<file path="src/rtl/csb_req_buffer.sv">
// rtl/csb_req_buffer.sv - CSB request FIFO with credit-gated issue and registered response path
// Sits between periph_to_csb and the NVDLA CSB port.
module csb_req_buffer #(
  parameter int DEPTH           = 4,
  parameter int MAX_OUTSTANDING = 2
) (
  input  logic        clk,
  input  logic        rst,
  input  logic        s_valid,
  output logic        s_ready,
  input  logic [15:0] s_addr,
  input  logic [31:0] s_wdat,
  input  logic        s_write,
  input  logic        s_nposted,
  output logic        s_rvalid,
  output logic [31:0] s_rdata,
  output logic        s_wr_complete,
  output logic        m_valid,
  input  logic        m_ready,
  output logic [15:0] m_addr,
  output logic [31:0] m_wdat,
  output logic        m_write,
  output logic        m_nposted,
  input  logic        m_rvalid,
  input  logic [31:0] m_rdata,
  input  logic        m_wr_complete,
  output logic [3:0]  outstanding_o,
  output logic        resp_err_o
);

  localparam int AW = (DEPTH > 1) ? $clog2(DEPTH) : 1;
  localparam logic [AW:0] FULL_CNT = (AW+1)'(DEPTH);
  localparam logic [3:0]  MAX_OUT  = 4'(MAX_OUTSTANDING);

  logic [15:0]   addr_mem    [DEPTH];
  logic [31:0]   wdat_mem    [DEPTH];
  logic          write_mem   [DEPTH];
  logic          nposted_mem [DEPTH];
  logic [AW-1:0] wr_ptr;
  logic [AW-1:0] rd_ptr;
  logic [AW:0]   count;
  logic [3:0]    outstanding;
  logic          push;
  logic          pop;
  logic          needs_resp;
  logic [4:0]    out_up;
  logic [4:0]    out_dec;
  logic          underflow;

  assign m_addr     = addr_mem[rd_ptr];
  assign m_wdat     = wdat_mem[rd_ptr];
  assign m_write    = write_mem[rd_ptr];
  assign m_nposted  = nposted_mem[rd_ptr];
  assign needs_resp = !m_write || m_nposted;

  // A response-bearing head with no credit blocks everything behind it.
  assign s_ready = (count != FULL_CNT);
  assign m_valid = (count != '0) && !(needs_resp && (outstanding == MAX_OUT));
  assign push    = s_valid && s_ready;
  assign pop     = m_valid && m_ready;

  assign out_up    = {1'b0, outstanding} + 5'(pop && needs_resp);
  assign out_dec   = 5'(m_rvalid) + 5'(m_wr_complete);
  assign underflow = out_dec > out_up;

  assign outstanding_o = outstanding;

  always_ff @(posedge clk) begin
    if (rst) begin
      for (int i = 0; i < DEPTH; i++) begin
        addr_mem[i]    <= '0;
        wdat_mem[i]    <= '0;
        write_mem[i]   <= 1'b0;
        nposted_mem[i] <= 1'b0;
      end
    end else if (push) begin
      addr_mem[wr_ptr]    <= s_addr;
      wdat_mem[wr_ptr]    <= s_wdat;
      write_mem[wr_ptr]   <= s_write;
      nposted_mem[wr_ptr] <= s_nposted;
    end
  end

  always_ff @(posedge clk) begin
    if (rst) begin
      wr_ptr <= '0;
      rd_ptr <= '0;
      count  <= '0;
    end else begin
      if (push) wr_ptr <= wr_ptr + AW'(1);
      if (pop)  rd_ptr <= rd_ptr + AW'(1);
      case ({push, pop})
        2'b10:   count <= count + (AW+1)'(1);
        2'b01:   count <= count - (AW+1)'(1);
        default: count <= count;
      endcase
    end
  end

  // Spurious responses are still forwarded; the counter clamps at zero.
  always_ff @(posedge clk) begin
    if (rst) begin
      outstanding <= '0;
      resp_err_o  <= 1'b0;
    end else begin
      outstanding <= underflow ? 4'd0 : 4'(out_up - out_dec);
      if (underflow) resp_err_o <= 1'b1;
    end
  end

  always_ff @(posedge clk) begin
    if (rst) begin
      s_rvalid      <= 1'b0;
      s_wr_complete <= 1'b0;
      s_rdata       <= '0;
    end else begin
      s_rvalid      <= m_rvalid;
      s_wr_complete <= m_wr_complete;
      if (m_rvalid) s_rdata <= m_rdata;
    end
  end

endmodule

</file>
<file path="config.mk">
export PLATFORM = sky130hd
export DESIGN_NAME = csb_req_buffer
export DESIGN_NICKNAME = d
export VERILOG_FILES = /design/src/rtl/csb_req_buffer.sv
export SDC_FILE = /design/constraint.sdc
export NUM_CORES = 1
export LEC_CHECK = 0
export ABC_CLOCK_PERIOD_IN_PS = 10700
export BUFFER_PORTS_ARGS = -buffer_cell sky130_fd_sc_hd__buf_2
export CAP_MARGIN = 20
export CELL_PAD_IN_SITES_DETAIL_PLACEMENT = 0
export CELL_PAD_IN_SITES_GLOBAL_PLACEMENT = 2
export CORE_MARGIN = 3
export CORE_UTILIZATION = 43
export CTS_CLUSTER_DIAMETER = 60
export DETAILED_ROUTE_END_ITERATION = 7
export PLACE_DENSITY_LB_ADDON = 0.1
export SLEW_MARGIN = 20
export SYNTH_ARGS = -nofsm -noshare
export SYNTH_HDL_FRONTEND = slang
export SYNTH_SLANG_ARGS = --single-unit
</file>
<file path="constraint.sdc">
create_clock -name clk -period 10.7 [get_ports clk]
set_input_delay 2.14 -clock clk [delete_from_list [all_inputs] [get_ports clk]]
set_output_delay 2.14 -clock clk [all_outputs]
set_load 0.02 [all_outputs]
</file>
---- After elaboration in Yosys (flattened, before gate mapping) ----
Memories as Yosys holds them, arrays and structs flattened. A register that Yosys moved wholly into a read port is not among the register bits.
Cells that the tools add are included.
word-level totals
  bits in registers ....................... 46
  bits in latches ......................... 0
  RAM bits ................................ 200
  memory bits (read-only) ................. 0
  logic and storage cells ................. 65
  memories kept ........................... 4
cells by class
  add/subtract/negate cells ............... 7
  multiply operators ...................... 0
  div/mod/pow operators ................... 0
  order comparisons ....................... 1
  eq/ne operators ......................... 4
  shift-type cells ........................ 0
  multiplexer cells ....................... 26
  bitwise gates (word level) .............. 0
  reductions and logical operators ........ 15
memory list
  name         words  bits a word  read ports  clocked after memory_dff  write ports  line  RTL
  wdat_mem     4      32           1           1                         4            36    logic [31:0] wdat_mem [DEPTH];
  addr_mem     4      16           1           1                         4            35    logic [15:0] addr_mem [DEPTH];
  nposted_mem  4      1            1           1                         4            38    logic nposted_mem [DEPTH];
  write_mem    4      1            1           1                         4            37    logic write_mem [DEPTH];
operator list
  kind                                               number
  2-to-1 mux 32 bit                                  1
  OR reduction 32 bit                                1
  2-to-1 mux 2 bit                                   12
  2-to-1 mux 16 bit                                  1
  OR reduction 16 bit                                1
  2-to-1 mux 1 bit                                   11
  one-hot mux 3 bit (2 select lines)                 1
  adder 4 x 1 -> 5 bit                               1
  > comparator 2 x 5 -> 1 bit                        1
  logical AND 1 bit                                  5
  adder 2 x 1 -> 2 bit (second input constant)       2
  == test 4 x 2 -> 1 bit (second input constant)     1
  subtractor 4 x 2 -> 4 bit                          1
  adder 3 x 1 -> 3 bit (second input constant)       1
  != test 3 bit (second input constant)              1
  nonzero test 3 bit                                 1
  subtractor 3 x 1 -> 3 bit (second input constant)  1
  adder 1 x 1 -> 2 bit                               1
  == test 2 x 1 -> 1 bit (second input constant)     1
  == test 2 bit (second input constant)              1
  zero test 1 bit                                    2
  nonzero test 2 bit                                 1
  OR reduction 1 bit                                 2
  OR reduction 2 bit                                 1
  logical OR 1 bit                                   1

---- Logic depth before layout (Yosys ltp) ----
Gate-level depths: netlist of run 1.
  depth in word-level cells ............... 10
  mapped depth ............................ 13

---- Least setup slack after synthesis of run 1 ----
OpenSTA, ideal clock, no wires.
  path kind ............................... in2reg
  from .................................... in s_valid
  to ...................................... mem addr_mem[1][0], enable pin
  library setup time ...................... 468 ps
  data arrival time ....................... 4603 ps
  slack ................................... 5629 ps
  stages .................................. 2
  path buffers ............................ 0
  cell sequence ........................... nand3_1 -> o21bai_1
RTL lines
  item                line  RTL
  start: declaration  9     input logic s_valid,
  end: declaration    35

==> run summary, run 1 <==
================================================================================
Result of the run                                                   finished, final reports clean
Post-CTS sizing                                                                0
Count of cells along the worst hold path                                       2
Setup TNS                                                                   0 ps
Area of placed instances                                              11790 um^2
Synth Instances                                                              694
Synth cell types                                                              40
Clock sinks                                                                  248
Fmax                                                                   202.8 MHz
Compound-Gate Fraction of Synth Area                                    0.009928
Number of antenna violations at the first check in global routing              3
Hold path startpoint                                                  resp_err_o
Cell with the largest stage delay on the worst path                 sky130_fd_sc_hd__dfxtp_2
Global-route wire length before repair                                  36.49 mm
Number of setup buffers added after CTS                                        0
Final worst clock skew                                                  5.057 ps
Worst Path Arrival                                                       2790 ps
Cell leakage power                                                      5.391 nW
DPL Wire Length                                                         13.42 mm
Largest family of logic cells by synthesized area                   simple AND/OR/NAND/NOR gates
Root Buffer                                                         sky130_fd_sc_hd__clkbuf_16
Vias per cell                                                              5.161
Synth Flop Type                                                     sky130_fd_sc_hd__edfxtp_1
Gr ovfl total                                                                  0
Global routing usage summed across all routing layers                     0.1759
DIE HEIGHT                                                              162.9 um
IO Port Bufs                                                                 178
Die outline width                                                       162.9 um
Cts bufs inserted                                                             27
Reg2Reg Capture Point                                               outstanding_o[3]
Adder-Cell Fraction of Synth Area                                        0.01324
CTS H-Tree Depth                                                               1
Area of the die                                                       26540 um^2
First-pass iteration count of the detailed router                              4
Clock Tree Buf Depth                                                           3
Number of global-route vias before repair                                   6745
Number of flops mapped to enable cells by yosys                              200
Critical setup path kind                                            flop to primary output
Netlist Area Pre-Place                                                10590 um^2
Register bit total from synthesis                                            248
Type of destination of the critical path                            primary output
Unrepaired setup endpoints after global routing                            false
Worst rel slew slack                                                      0.3036
Routed Wire Length                                                      22.98 mm
Relative area change from synthesis to final layout                       19.43%
List of cells traversed by the critical path                        buf_4 > mux4_2 > nand2b_4 > a21oi_1 > buf_2
Drt initial violations                                                       368
Largest incremental delay on the critical path                            780 ps
Async set-or-reset flop fraction in the synthesized netlist                    0
Syn. warnings                                                                  0
Time the worst path needs with I/O delays and setup                      4930 ps
Kind of launch point of the worst setup path                                flop
Peak VDD IR                                                          0.0001129 V
Clk pin slew, worst setup/hold paths                                       60 ps
Post-detailed-route DRC marker count                                           0
Hold buffers post-CTS                                                          0
Final weighted congestion in routability-driven placement                 0.7410
Starting density of the core                                              0.4444
Avg Inst Size Synth                                                   15.25 um^2
Net count after synthesis                                                    792
Share of synthesized area spent on multiplexers                           0.1377
Power consumption                                                       2.826 mW
Power per Cell Area                                                 223.5 nW/um^2
Sequential area share after synthesis                                     0.6581
Reg-to-reg slack, setup                                                  6810 ps
Fin nets                                                                     956
Terminating pin of the worst hold path                                resp_err_o
Worst Hold Class                                                    flop to flop
Max capacitance violation total                                                0
Clock tree from TritonCTS                                                   done
Pin slew with the least headroom to its limit                            1030 ps
I/O pin total                                                                179
Number of failing setup endpoints in the final timing report                   0
Routed vias                                                                 6173
Simple-Gate Fraction of Synth Area                                        0.1502
Core Area                                                             23820 um^2
Xor/xnor cell area share of the yosys netlist                           0.007446
Final-report hold violation count                                              0
Number of rows in the core area                                               56
Count of antenna-violating nets left after detailed routing                    0
Routed wire length per instance                                         19.21 um
Required time of the critical path                                       8560 ps
Reg2Reg Depth                                                                 13
Maximum number of pins on one net before global-route repair                  76
Fraction of final layout cells sized beyond drive strength 1              0.3284
Period utilisation layout                                                 0.4608
Worst-path fanout max                                                         28
Final Max Tran Viols                                                           0
Antenna diodes                                                                 0
Worst skew pair latency                                                   510 ps
Cell area after layout                                                12640 um^2
================================================================================
## critical path, delay by kind of cell (launching register included)
family / cells / cell delay, ps
AND/OR/NAND/NOR: 1 / 190
flip-flops: 1 / 780
multiplexers: 1 / 390
buffers and inverters: 2 / 720
AO/OA/AOI/OAI: 1 / 160
## sequential cells by signal, indices dropped and copies added (netlist names), named ones only
signal	count
wdat_mem	128
addr_mem	64
s_rdata	32
nposted_mem	4
outstanding_o	4
write_mem	4
count	3
rd_ptr	2
wr_ptr	2
resp_err_o	1
s_rvalid	1
s_wr_complete	1
## power breakdown
group / switching, mW / internal (mW) / leakage [nW]
Sequential: 0.0757 / 1.17 / 2.48
Combinational: 0.414 / 0.307 / 2.50
Clock: 0.360 / 0.503 / 0.407
Total: 0.850 / 1.98 / 5.39
## worst max path at each step
stage	cells after the start	from	endpoint	slack, ps
2_1_floorplan	2	s_valid	addr_mem[1][0]	5630
3_3_place_gp	4	rst	wdat_mem[1][28]	6040
3_5_place_dp	3	rst	wdat_mem[3][25]	6160
4_1_cts	4	flop	m_valid	5710
5_1_grt	5	flop	m_valid	5670
6_report	5	flop	m_valid	5770
## stage by stage
stage	util	setup slack, ps	hold WS, ps	instances
floorplan	-	5629	475.0	694
global placement	0.4942	6042	438.3	1146
detailed placement	0.4950	6160	446.2	1147
CTS	0.5299	5709	457.8	1195
global route	0.5307	5667	492.7	1196
finish	0.5307	5770	446.7	1196
## cells by family after synthesis
logic type,count (synthesis)
and+or+nand+nor,269
muxes,83
AOI/OAI and AO/OA,14
buffers and inverters,61
xor gates and xnor gates,9
adders and majority gates,10
DFF,248
## layer usage
layer  wire, um  track usage
met1       9234       0.2153
met3       1965      0.05086
met5         38            0
met2      11500       0.3132
met4        233      0.03345
## final cells by class
| type | count | area (um^2) |
|---|---|---|
| Inverter | 9 | 33.78 |
| Sequential cell | 248 | 6972 |
| Multi-Input combinational cell | 385 | 3425 |
| Clock inverter | 11 | 56.30 |
| Fill cell | 2028 | 11180 |
| Clock buffer | 37 | 774.5 |
| Timing Repair Buffer | 187 | 983.4 |
| Tap cell | 319 | 399.1 |
## cell usage in the layout (no fill, tap or decap), drive strengths merged, types with 3 or more instances in the layout
cell type,count
xnor2,4
nor2b,7
xor2,5
clkbuf,37
mux4,50
edfxtp,200
nand2,3
nor2,43
dfxtp,48
or3,4
and3,100
and2,101
mux2i,32
a21oi,6
buf,187
clkinv,9
inv,10
ha,8
## synthesized netlist by cell type, types with 5 or more instances
library cell,n,area [um^2]
sky130_fd_sc_hd__a21oi_1,6,30.03
sky130_fd_sc_hd__ha_1,8,100.1
sky130_fd_sc_hd__clkbuf_1,37,138.9
sky130_fd_sc_hd__mux2i_1,32,320.3
sky130_fd_sc_hd__nor2_1,42,157.7
sky130_fd_sc_hd__and2_1,101,631.9
sky130_fd_sc_hd__buf_2,9,45.04
sky130_fd_sc_hd__xor2_1,5,43.79
sky130_fd_sc_hd__inv_1,9,33.78
sky130_fd_sc_hd__and3_1,100,625.6
sky130_fd_sc_hd__dfxtp_1,48,960.9
sky130_fd_sc_hd__edfxtp_1,200,6006
sky130_fd_sc_hd__buf_1,5,18.77
sky130_fd_sc_hd__nor2b_1,7,43.79
sky130_fd_sc_hd__mux4_2,50,1126
Note: power is estimated with default switching activity, not from simulation.
==> run 2, diff against run 1 <==
- ABC_CLOCK_PERIOD_IN_PS: 10700 -> 4750
- CORE_UTILIZATION: 43 -> 40
- clock period: 10.7 -> 4.75 ns (I/O delays scaled with it)
==> run 2 against run 1 <==
Combinational power is 140% higher. Die area is 7.2% higher. Via count is 0.79% higher. Global-route usage is 0.73 points lower. Sequential share of layout area is 0.23 points lower. Clock skew is 3.3 ps higher. Wire length is 4.6% higher. Critical path depth is 6 higher. First-iteration DRC count is 22% higher. Largest cell class unchanged.
==> run summary, run 2 (same netlist as run 1, synthesis figures left out) <==
================================================================================
Fin nets                                                                     961   +0.52%
Worst Path Arrival                                                       3750 ps   +960 ps
Top library cells by usage in the layout, fill and taps aside       200 x sky130_fd_sc_hd__edfxtp_1, 178 x sky130_fd_sc_hd__buf_2, 101 x sky130_fd_sc_hd__and2_1
Final-report hold violation count                                              0   unchanged
Fraction of power spent switching nets                                    0.3034   +0.002666
Largest registers in the final layout                               wdat_mem x128, addr_mem x64, s_rdata x32
Clock sinks                                                                  248   unchanged
Fmax                                                                   303.5 MHz
Terminating pin of the worst hold path                                resp_err_o
First-pass iteration count of the detailed router                              4   unchanged
Core Area                                                             25620 um^2   +7.5%
Clock tree from TritonCTS                                                   done
Starting density of the core                                              0.4133   -0.03112
Period utilisation layout                                                 0.6936
Number of setup buffers added after CTS                                        0   unchanged
Final Util                                                                0.4957   -0.03507
Cts bufs inserted                                                             27   unchanged
RR Startpoint                                                       outstanding_o[3]
Routed wire length per instance                                         19.79 um   +3.0%
Power consumption                                                       6.348 mW   +120%
Die outline width                                                       168.7 um   +3.5%
Final Max Tran Viols                                                           0   unchanged
IO Port Bufs                                                                 178   unchanged
Time the worst path needs with I/O delays and setup                      3294 ps
Root Buffer                                                         sky130_fd_sc_hd__clkbuf_16
Kind of launch point of the worst setup path                                flop
CTS H-Tree Depth                                                               1   unchanged
Routed Wire Length                                                      24.02 mm   +4.6%
Type of destination of the critical path                                    flop
Area of the die                                                       28450 um^2   +7.2%
Clock Tree Buf Depth                                                           3   unchanged
Drt initial violations                                                       450   +22%
Worst-path fanout max                                                          5   -82%
I/O pin total                                                                179   unchanged
Relative area change from synthesis to final layout                       19.94%
Post-route non-filler standard cell count                                   1214   +1.5%
Required time of the critical path                                       5210 ps   -3350 ps
Seq pwr share                                                              0.429   -0.010
Vias per cell                                                              5.125   -0.70%
Number of global-route vias before repair                                   6748   +0.044%
Pin slew with the least headroom to its limit                            1092 ps   +61.61 ps
Cell-internal power                                                     4.422 mW   +120%
Hold path startpoint                                                  resp_err_o
Switching power total                                                   1.926 mW   +130%
Maximum number of pins on one net before global-route repair                  70   -7.9%
Reg-to-reg slack, setup                                                  1460 ps   -5350 ps
Reg2Reg Capture Point                                               outstanding_o[2]
Power per Cell Area                                                 499.9 nW/um^2   +120%
Max capacitance violation total                                                0   unchanged
Placed cell count                                                           1163   +1.4%
Most common cell after layout, fill and taps aside                  sky130_fd_sc_hd__edfxtp_1
Worst skew pair latency                                                   530 ps   +20 ps
Fraction of final layout cells sized beyond drive strength 1              0.3273   -0.001099
Reg2Reg Depth                                                                 11   -2
Worst Hold Class                                                    flop to flop
Max FFs per register                                                         128   unchanged
Setup TNS                                                                   0 ps   unchanged
Clock network fraction of design power                                     0.302   -0.004
Post-CTS sizing                                                                0   unchanged
Relative contribution of combinational cells to total power                0.269   +0.014
Clk pin slew, worst setup/hold paths                                       60 ps   about the same
Global-route wire length before repair                                  37.65 mm   +3.2%
Unrepaired setup endpoints after global routing                            false
Global routing usage summed across all routing layers                     0.1687   -0.007268
Register name with the most flops                                       wdat_mem
Final weighted congestion in routability-driven placement                 0.7221   -2.6%
Gr ovfl total                                                                  0   unchanged
Number of antenna violations at the first check in global routing              5   +2
Result of the run                                                   finished, final reports clean
Count of antenna-violating nets left after detailed routing                    0   unchanged
Final worst clock skew                                                  8.392 ps   +3.335 ps
Count of cells along the worst hold path                                       2   unchanged
Routed vias                                                                 6222   +0.79%
DPL Wire Length                                                         13.85 mm   +3.2%
Post-detailed-route DRC marker count                                           0   unchanged
DIE HEIGHT                                                              168.7 um   +3.5%
Hold buffers post-CTS                                                          0   unchanged
Cell leakage power                                                      5.406 nW   +0.29%
Critical setup path kind                                            flop to flop
Worst rel slew slack                                                      0.2722   -0.03140
Number of rows in the core area                                               58   +3.6%
Peak VDD IR                                                          0.0002418 V   +110%
Number of failing setup endpoints in the final timing report                   0   unchanged
================================================================================
-- run 2: metrics by stage --
stage	hold WS [ps]	setup WS, ps	area [um^2]
finish	453.1	1456	12700
global route	489.0	1151	12700
CTS	460.7	1150	12660
detailed placement	452.5	1522	11870
global placement	438.4	1680	11870
floorplan	475.0	869.0	10590
-- run 2: area by class of cell --
class | count | area (um^2)
Clock inverter | 12 | 83.83
Inverter | 9 | 33.78
Timing Repair Buffer | 192 | 1057
Multi-Input combinational cell | 385 | 3422
Clock buffer | 37 | 713.2
Antenna cell | 1 | 2.502
Tap cell | 330 | 412.9
Fill cell | 2230 | 12920
Sequential cell | 248 | 6972
-- run 2: critical path: stages (launching register included) --
cell	delay, ps
sky130_fd_sc_hd__dfxtp_1	350
sky130_fd_sc_hd__nor4b_1	890
sky130_fd_sc_hd__a21oi_1	210
sky130_fd_sc_hd__and2_1	220
sky130_fd_sc_hd__ha_1	200
sky130_fd_sc_hd__ha_1	310
sky130_fd_sc_hd__inv_1	80
sky130_fd_sc_hd__ha_1	320
sky130_fd_sc_hd__nor2b_1	140
sky130_fd_sc_hd__o2111ai_1	230
sky130_fd_sc_hd__nand2b_1	160
sky130_fd_sc_hd__nor2_1	130
-- run 2: per-layer routing --
metal / GRT usage / routed length, um / vias to the layer above
met5: 0 / 35 / -
met4: 0.03949 / 588 / 8
met3: 0.04764 / 1653 / 43
met2: 0.2919 / 11670 / 175
met1: 0.2112 / 10080 / 3070
li1: - / - / 2926
-- run 2: worst max path at each step --
stage                            end  depth (start not counted)  slack (ps)              from
floorplan             addr_mem[1][0]                          2         870           s_valid
global placement    outstanding_o[3]                         11        1680  outstanding_o[3]
detailed placement  outstanding_o[2]                         11        1520  outstanding_o[3]
CTS                       m_addr[15]                          3        1150              flop
global route        outstanding_o[3]                         11        1150  outstanding_o[3]
finish              outstanding_o[2]                         11        1460  outstanding_o[3]
-- run 2: power groups by stage --
| stage | logic [mW] | clock network, mW | registers (mW) |
|---|---|---|---|
| detailed placement | 1.75 | 0 | 2.77 |
| global placement | 1.73 | 0 | 2.75 |
| floorplan | 1.16 | 0 | 2.78 |
| global route | 1.87 | 2.05 | 2.75 |
| CTS | 1.75 | 1.97 | 2.73 |
| finish | 1.71 | 1.91 | 2.72 |
==> run 3, diff against run 2 <==
- ABC_CLOCK_PERIOD_IN_PS: 4750 -> 3000
- CORE_UTILIZATION: 40 -> 36
- clock period: 4.75 -> 3 ns (I/O delays scaled with it)
==> run 3 against run 2 <==
Sequential cell count is the same. Power grew 63%. Die area grew 11%. Critical path type unchanged. Highest routed layer unchanged. Critical endpoint is now outstanding_o[3].
==> run summary, run 3 (same netlist as run 1, synthesis figures left out) <==
================================================================================
Switching power total                                                   3.176 mW   +65%
First-pass iteration count of the detailed router                              4   unchanged
Routed wire length per instance                                         19.79 um   about the same
Max capacitance violation total                                                0   unchanged
Type of destination of the critical path                                    flop
Most common cell after layout, fill and taps aside                  sky130_fd_sc_hd__edfxtp_1
Drt initial violations                                                       364   -19%
DIE HEIGHT                                                              177.5 um   +5.2%
Largest registers in the final layout                               wdat_mem x128, addr_mem x64, s_rdata x32
Cell area after layout                                                12860 um^2   +1.3%
Power per Cell Area                                                 803.5 nW/um^2   +61%
Clk pin slew, worst setup/hold paths                                       60 ps   about the same
Cell leakage power                                                      5.462 nW   +1.0%
Placed cell count                                                           1223   +5.2%
Fraction of final layout cells sized beyond drive strength 1              0.3408   +0.01351
Worst Hold Class                                                    input port to flop
Clock Tree Buf Depth                                                           3   unchanged
Fraction of power spent switching nets                                    0.3072   +0.003888
Critical setup path kind                                            flop to flop
Top library cells by usage in the layout, fill and taps aside       200 x sky130_fd_sc_hd__edfxtp_1, 178 x sky130_fd_sc_hd__buf_2, 101 x sky130_fd_sc_hd__and2_1
Number of failing setup endpoints in the final timing report                   0   unchanged
Power consumption                                                       10.34 mW   +63%
Relative contribution of combinational cells to total power                0.271   +0.002
Final weighted congestion in routability-driven placement                 0.7089   -1.8%
Final Max Tran Viols                                                           0   unchanged
Area of the die                                                       31500 um^2   +11%
Gr ovfl total                                                                  0   unchanged
Post-detailed-route DRC marker count                                           0   unchanged
Relative area change from synthesis to final layout                       21.52%
Vias per cell                                                              4.997   -2.5%
Routed Wire Length                                                      25.27 mm   +5.2%
Peak VDD IR                                                          0.0003834 V   +59%
Core Area                                                             28860 um^2   +13%
Cts bufs inserted                                                             29   +7.4%
CTS H-Tree Depth                                                               1   unchanged
DPL Wire Length                                                         14.72 mm   +6.3%
Post-route non-filler standard cell count                                   1277   +5.2%
Clock network fraction of design power                                     0.312   +0.010
Clock tree from TritonCTS                                                   done
Worst-path fanout max                                                          6   +1
Time the worst path needs with I/O delays and setup                      2864 ps   -430.5 ps
Required time of the critical path                                       3460 ps   -1750 ps
Fmax                                                                   349.2 MHz   +15%
Worst rel slew slack                                                      0.5438   +0.2717
Worst Path Arrival                                                       3320 ps   -430 ps
Worst skew pair latency                                                   520 ps   about the same
Starting density of the core                                              0.3668   -0.04641
Result of the run                                                   finished, final reports clean
Reg-to-reg slack, setup                                                   140 ps   -1320 ps
Max FFs per register                                                         128   unchanged
Cell-internal power                                                     7.161 mW   +62%
Number of antenna violations at the first check in global routing              6   +1
Pin slew with the least headroom to its limit                           684.2 ps   -407.5 ps
Count of antenna-violating nets left after detailed routing                    0   unchanged
Final-report hold violation count                                              0   unchanged
Register name with the most flops                                       wdat_mem
I/O pin total                                                                179   unchanged
Final worst clock skew                                                  9.780 ps   +1.389 ps
Hold buffers post-CTS                                                          0   unchanged
Die outline width                                                       177.5 um   +5.2%
Global routing usage summed across all routing layers                     0.1582   -0.01047
Maximum number of pins on one net before global-route repair                  79   +13%
Number of global-route vias before repair                                   6762   +0.21%
Fin nets                                                                     968   +0.73%
Routed vias                                                                 6381   +2.6%
Root Buffer                                                         sky130_fd_sc_hd__clkbuf_16
IO Port Bufs                                                                 178   unchanged
Area of placed instances                                              11970 um^2   +0.86%
Kind of launch point of the worst setup path                                flop
Global-route wire length before repair                                  38.29 mm   +1.7%
Seq pwr share                                                              0.417   -0.012
Period utilisation layout                                                 0.9546   +0.2611
Number of rows in the core area                                               62   +6.9%
Clock sinks                                                                  248   unchanged
================================================================================
==> run 3: cell types whose count changed in the layout (fill, tap and decap cells not counted), moves of 2 or more <==
cell	previous run	this run
sky130_fd_sc_hd__clkbuf_16	27	29
sky130_fd_sc_hd__a21oi_1	6	4
sky130_fd_sc_hd__a21oi_2	0	2
sky130_fd_sc_hd__buf_4	9	17
sky130_fd_sc_hd__inv_6	1	3
sky130_fd_sc_hd__clkinv_2	3	5
==> run 3: worst paths after layout <==
kind	startpoint	endpoint	cells after the start
max	flop	outstanding_o[3]	12
min	m_rdata[1]	s_rdata[1]	3
max reg2reg	flop	outstanding_o[3]	12
min reg2reg	resp_err_o	resp_err_o	2
==> run 3: cell type report <==
type,count,area (um^2)
Sequential cell,248,6972
Clock buffer,38,759.5
Inverter,9,33.78
Antenna cell,1,2.502
Clock inverter,15,107.6
Fill cell,2656,15990
Tap cell,384,480.5
Multi-Input combinational cell,385,3451
Timing Repair Buffer,197,1059
==> run 3: power by group through the flow <==
stage / Combinational (mW) / Clock (mW) / Sequential [mW]
after floorplan: 1.84 / 0 / 4.40
after global placement: 2.77 / 0 / 4.36
after detailed placement: 2.81 / 0 / 4.39
after CTS: 2.82 / 3.32 / 4.32
after global routing: 3.04 / 3.46 / 4.35
final: 2.80 / 3.23 / 4.31
==> run 3: metal layers <==
layer / global-route usage / vias to the layer above / part of all wire
met1: 0.1964 / 3188 / 0.41
met4: 0.03665 / 10 / 0.016
met2: 0.2706 / 194 / 0.49
li1: - / 2949 / -
met3: 0.04985 / 40 / 0.082
met5: 0 / - / 0.0022
==> run 3: repair_timing <==
action / 4_1_cts / 5_1_grt
buffers inserted: 0 / 0
resized for setup: 0 / 4
setup endpoints to repair: 0 / 4
==> run 3: worst max-delay path, stage by stage (launching register included) <==
cell and delay [ps]:
sky130_fd_sc_hd__dfxtp_4 370, sky130_fd_sc_hd__mux4_2 540, sky130_fd_sc_hd__nand2b_4 140, sky130_fd_sc_hd__a21oi_2 70, sky130_fd_sc_hd__and2_1 180, sky130_fd_sc_hd__ha_1 200
sky130_fd_sc_hd__ha_1 310, sky130_fd_sc_hd__inv_1 150, sky130_fd_sc_hd__ha_4 230, sky130_fd_sc_hd__nor2b_1 140, sky130_fd_sc_hd__o2111ai_2 190, sky130_fd_sc_hd__nand2b_1 140
sky130_fd_sc_hd__nor2_1 130
==> run 3: through the flow <==
step | util | TNS (ps) | hold WS, ps | setup slack (ps)
after CTS | 0.4448 | 0 | 277.8 | 37.79
after global routing | 0.4458 | -13.10 | 291.9 | -13.10
after floorplan | - | 0 | 475.0 | 102.7
final | 0.4458 | 0 | 305.8 | 136.1
after global placement | 0.4148 | 0 | 438.9 | 171.3
after detailed placement | 0.4148 | 0 | 439.2 | 48.08
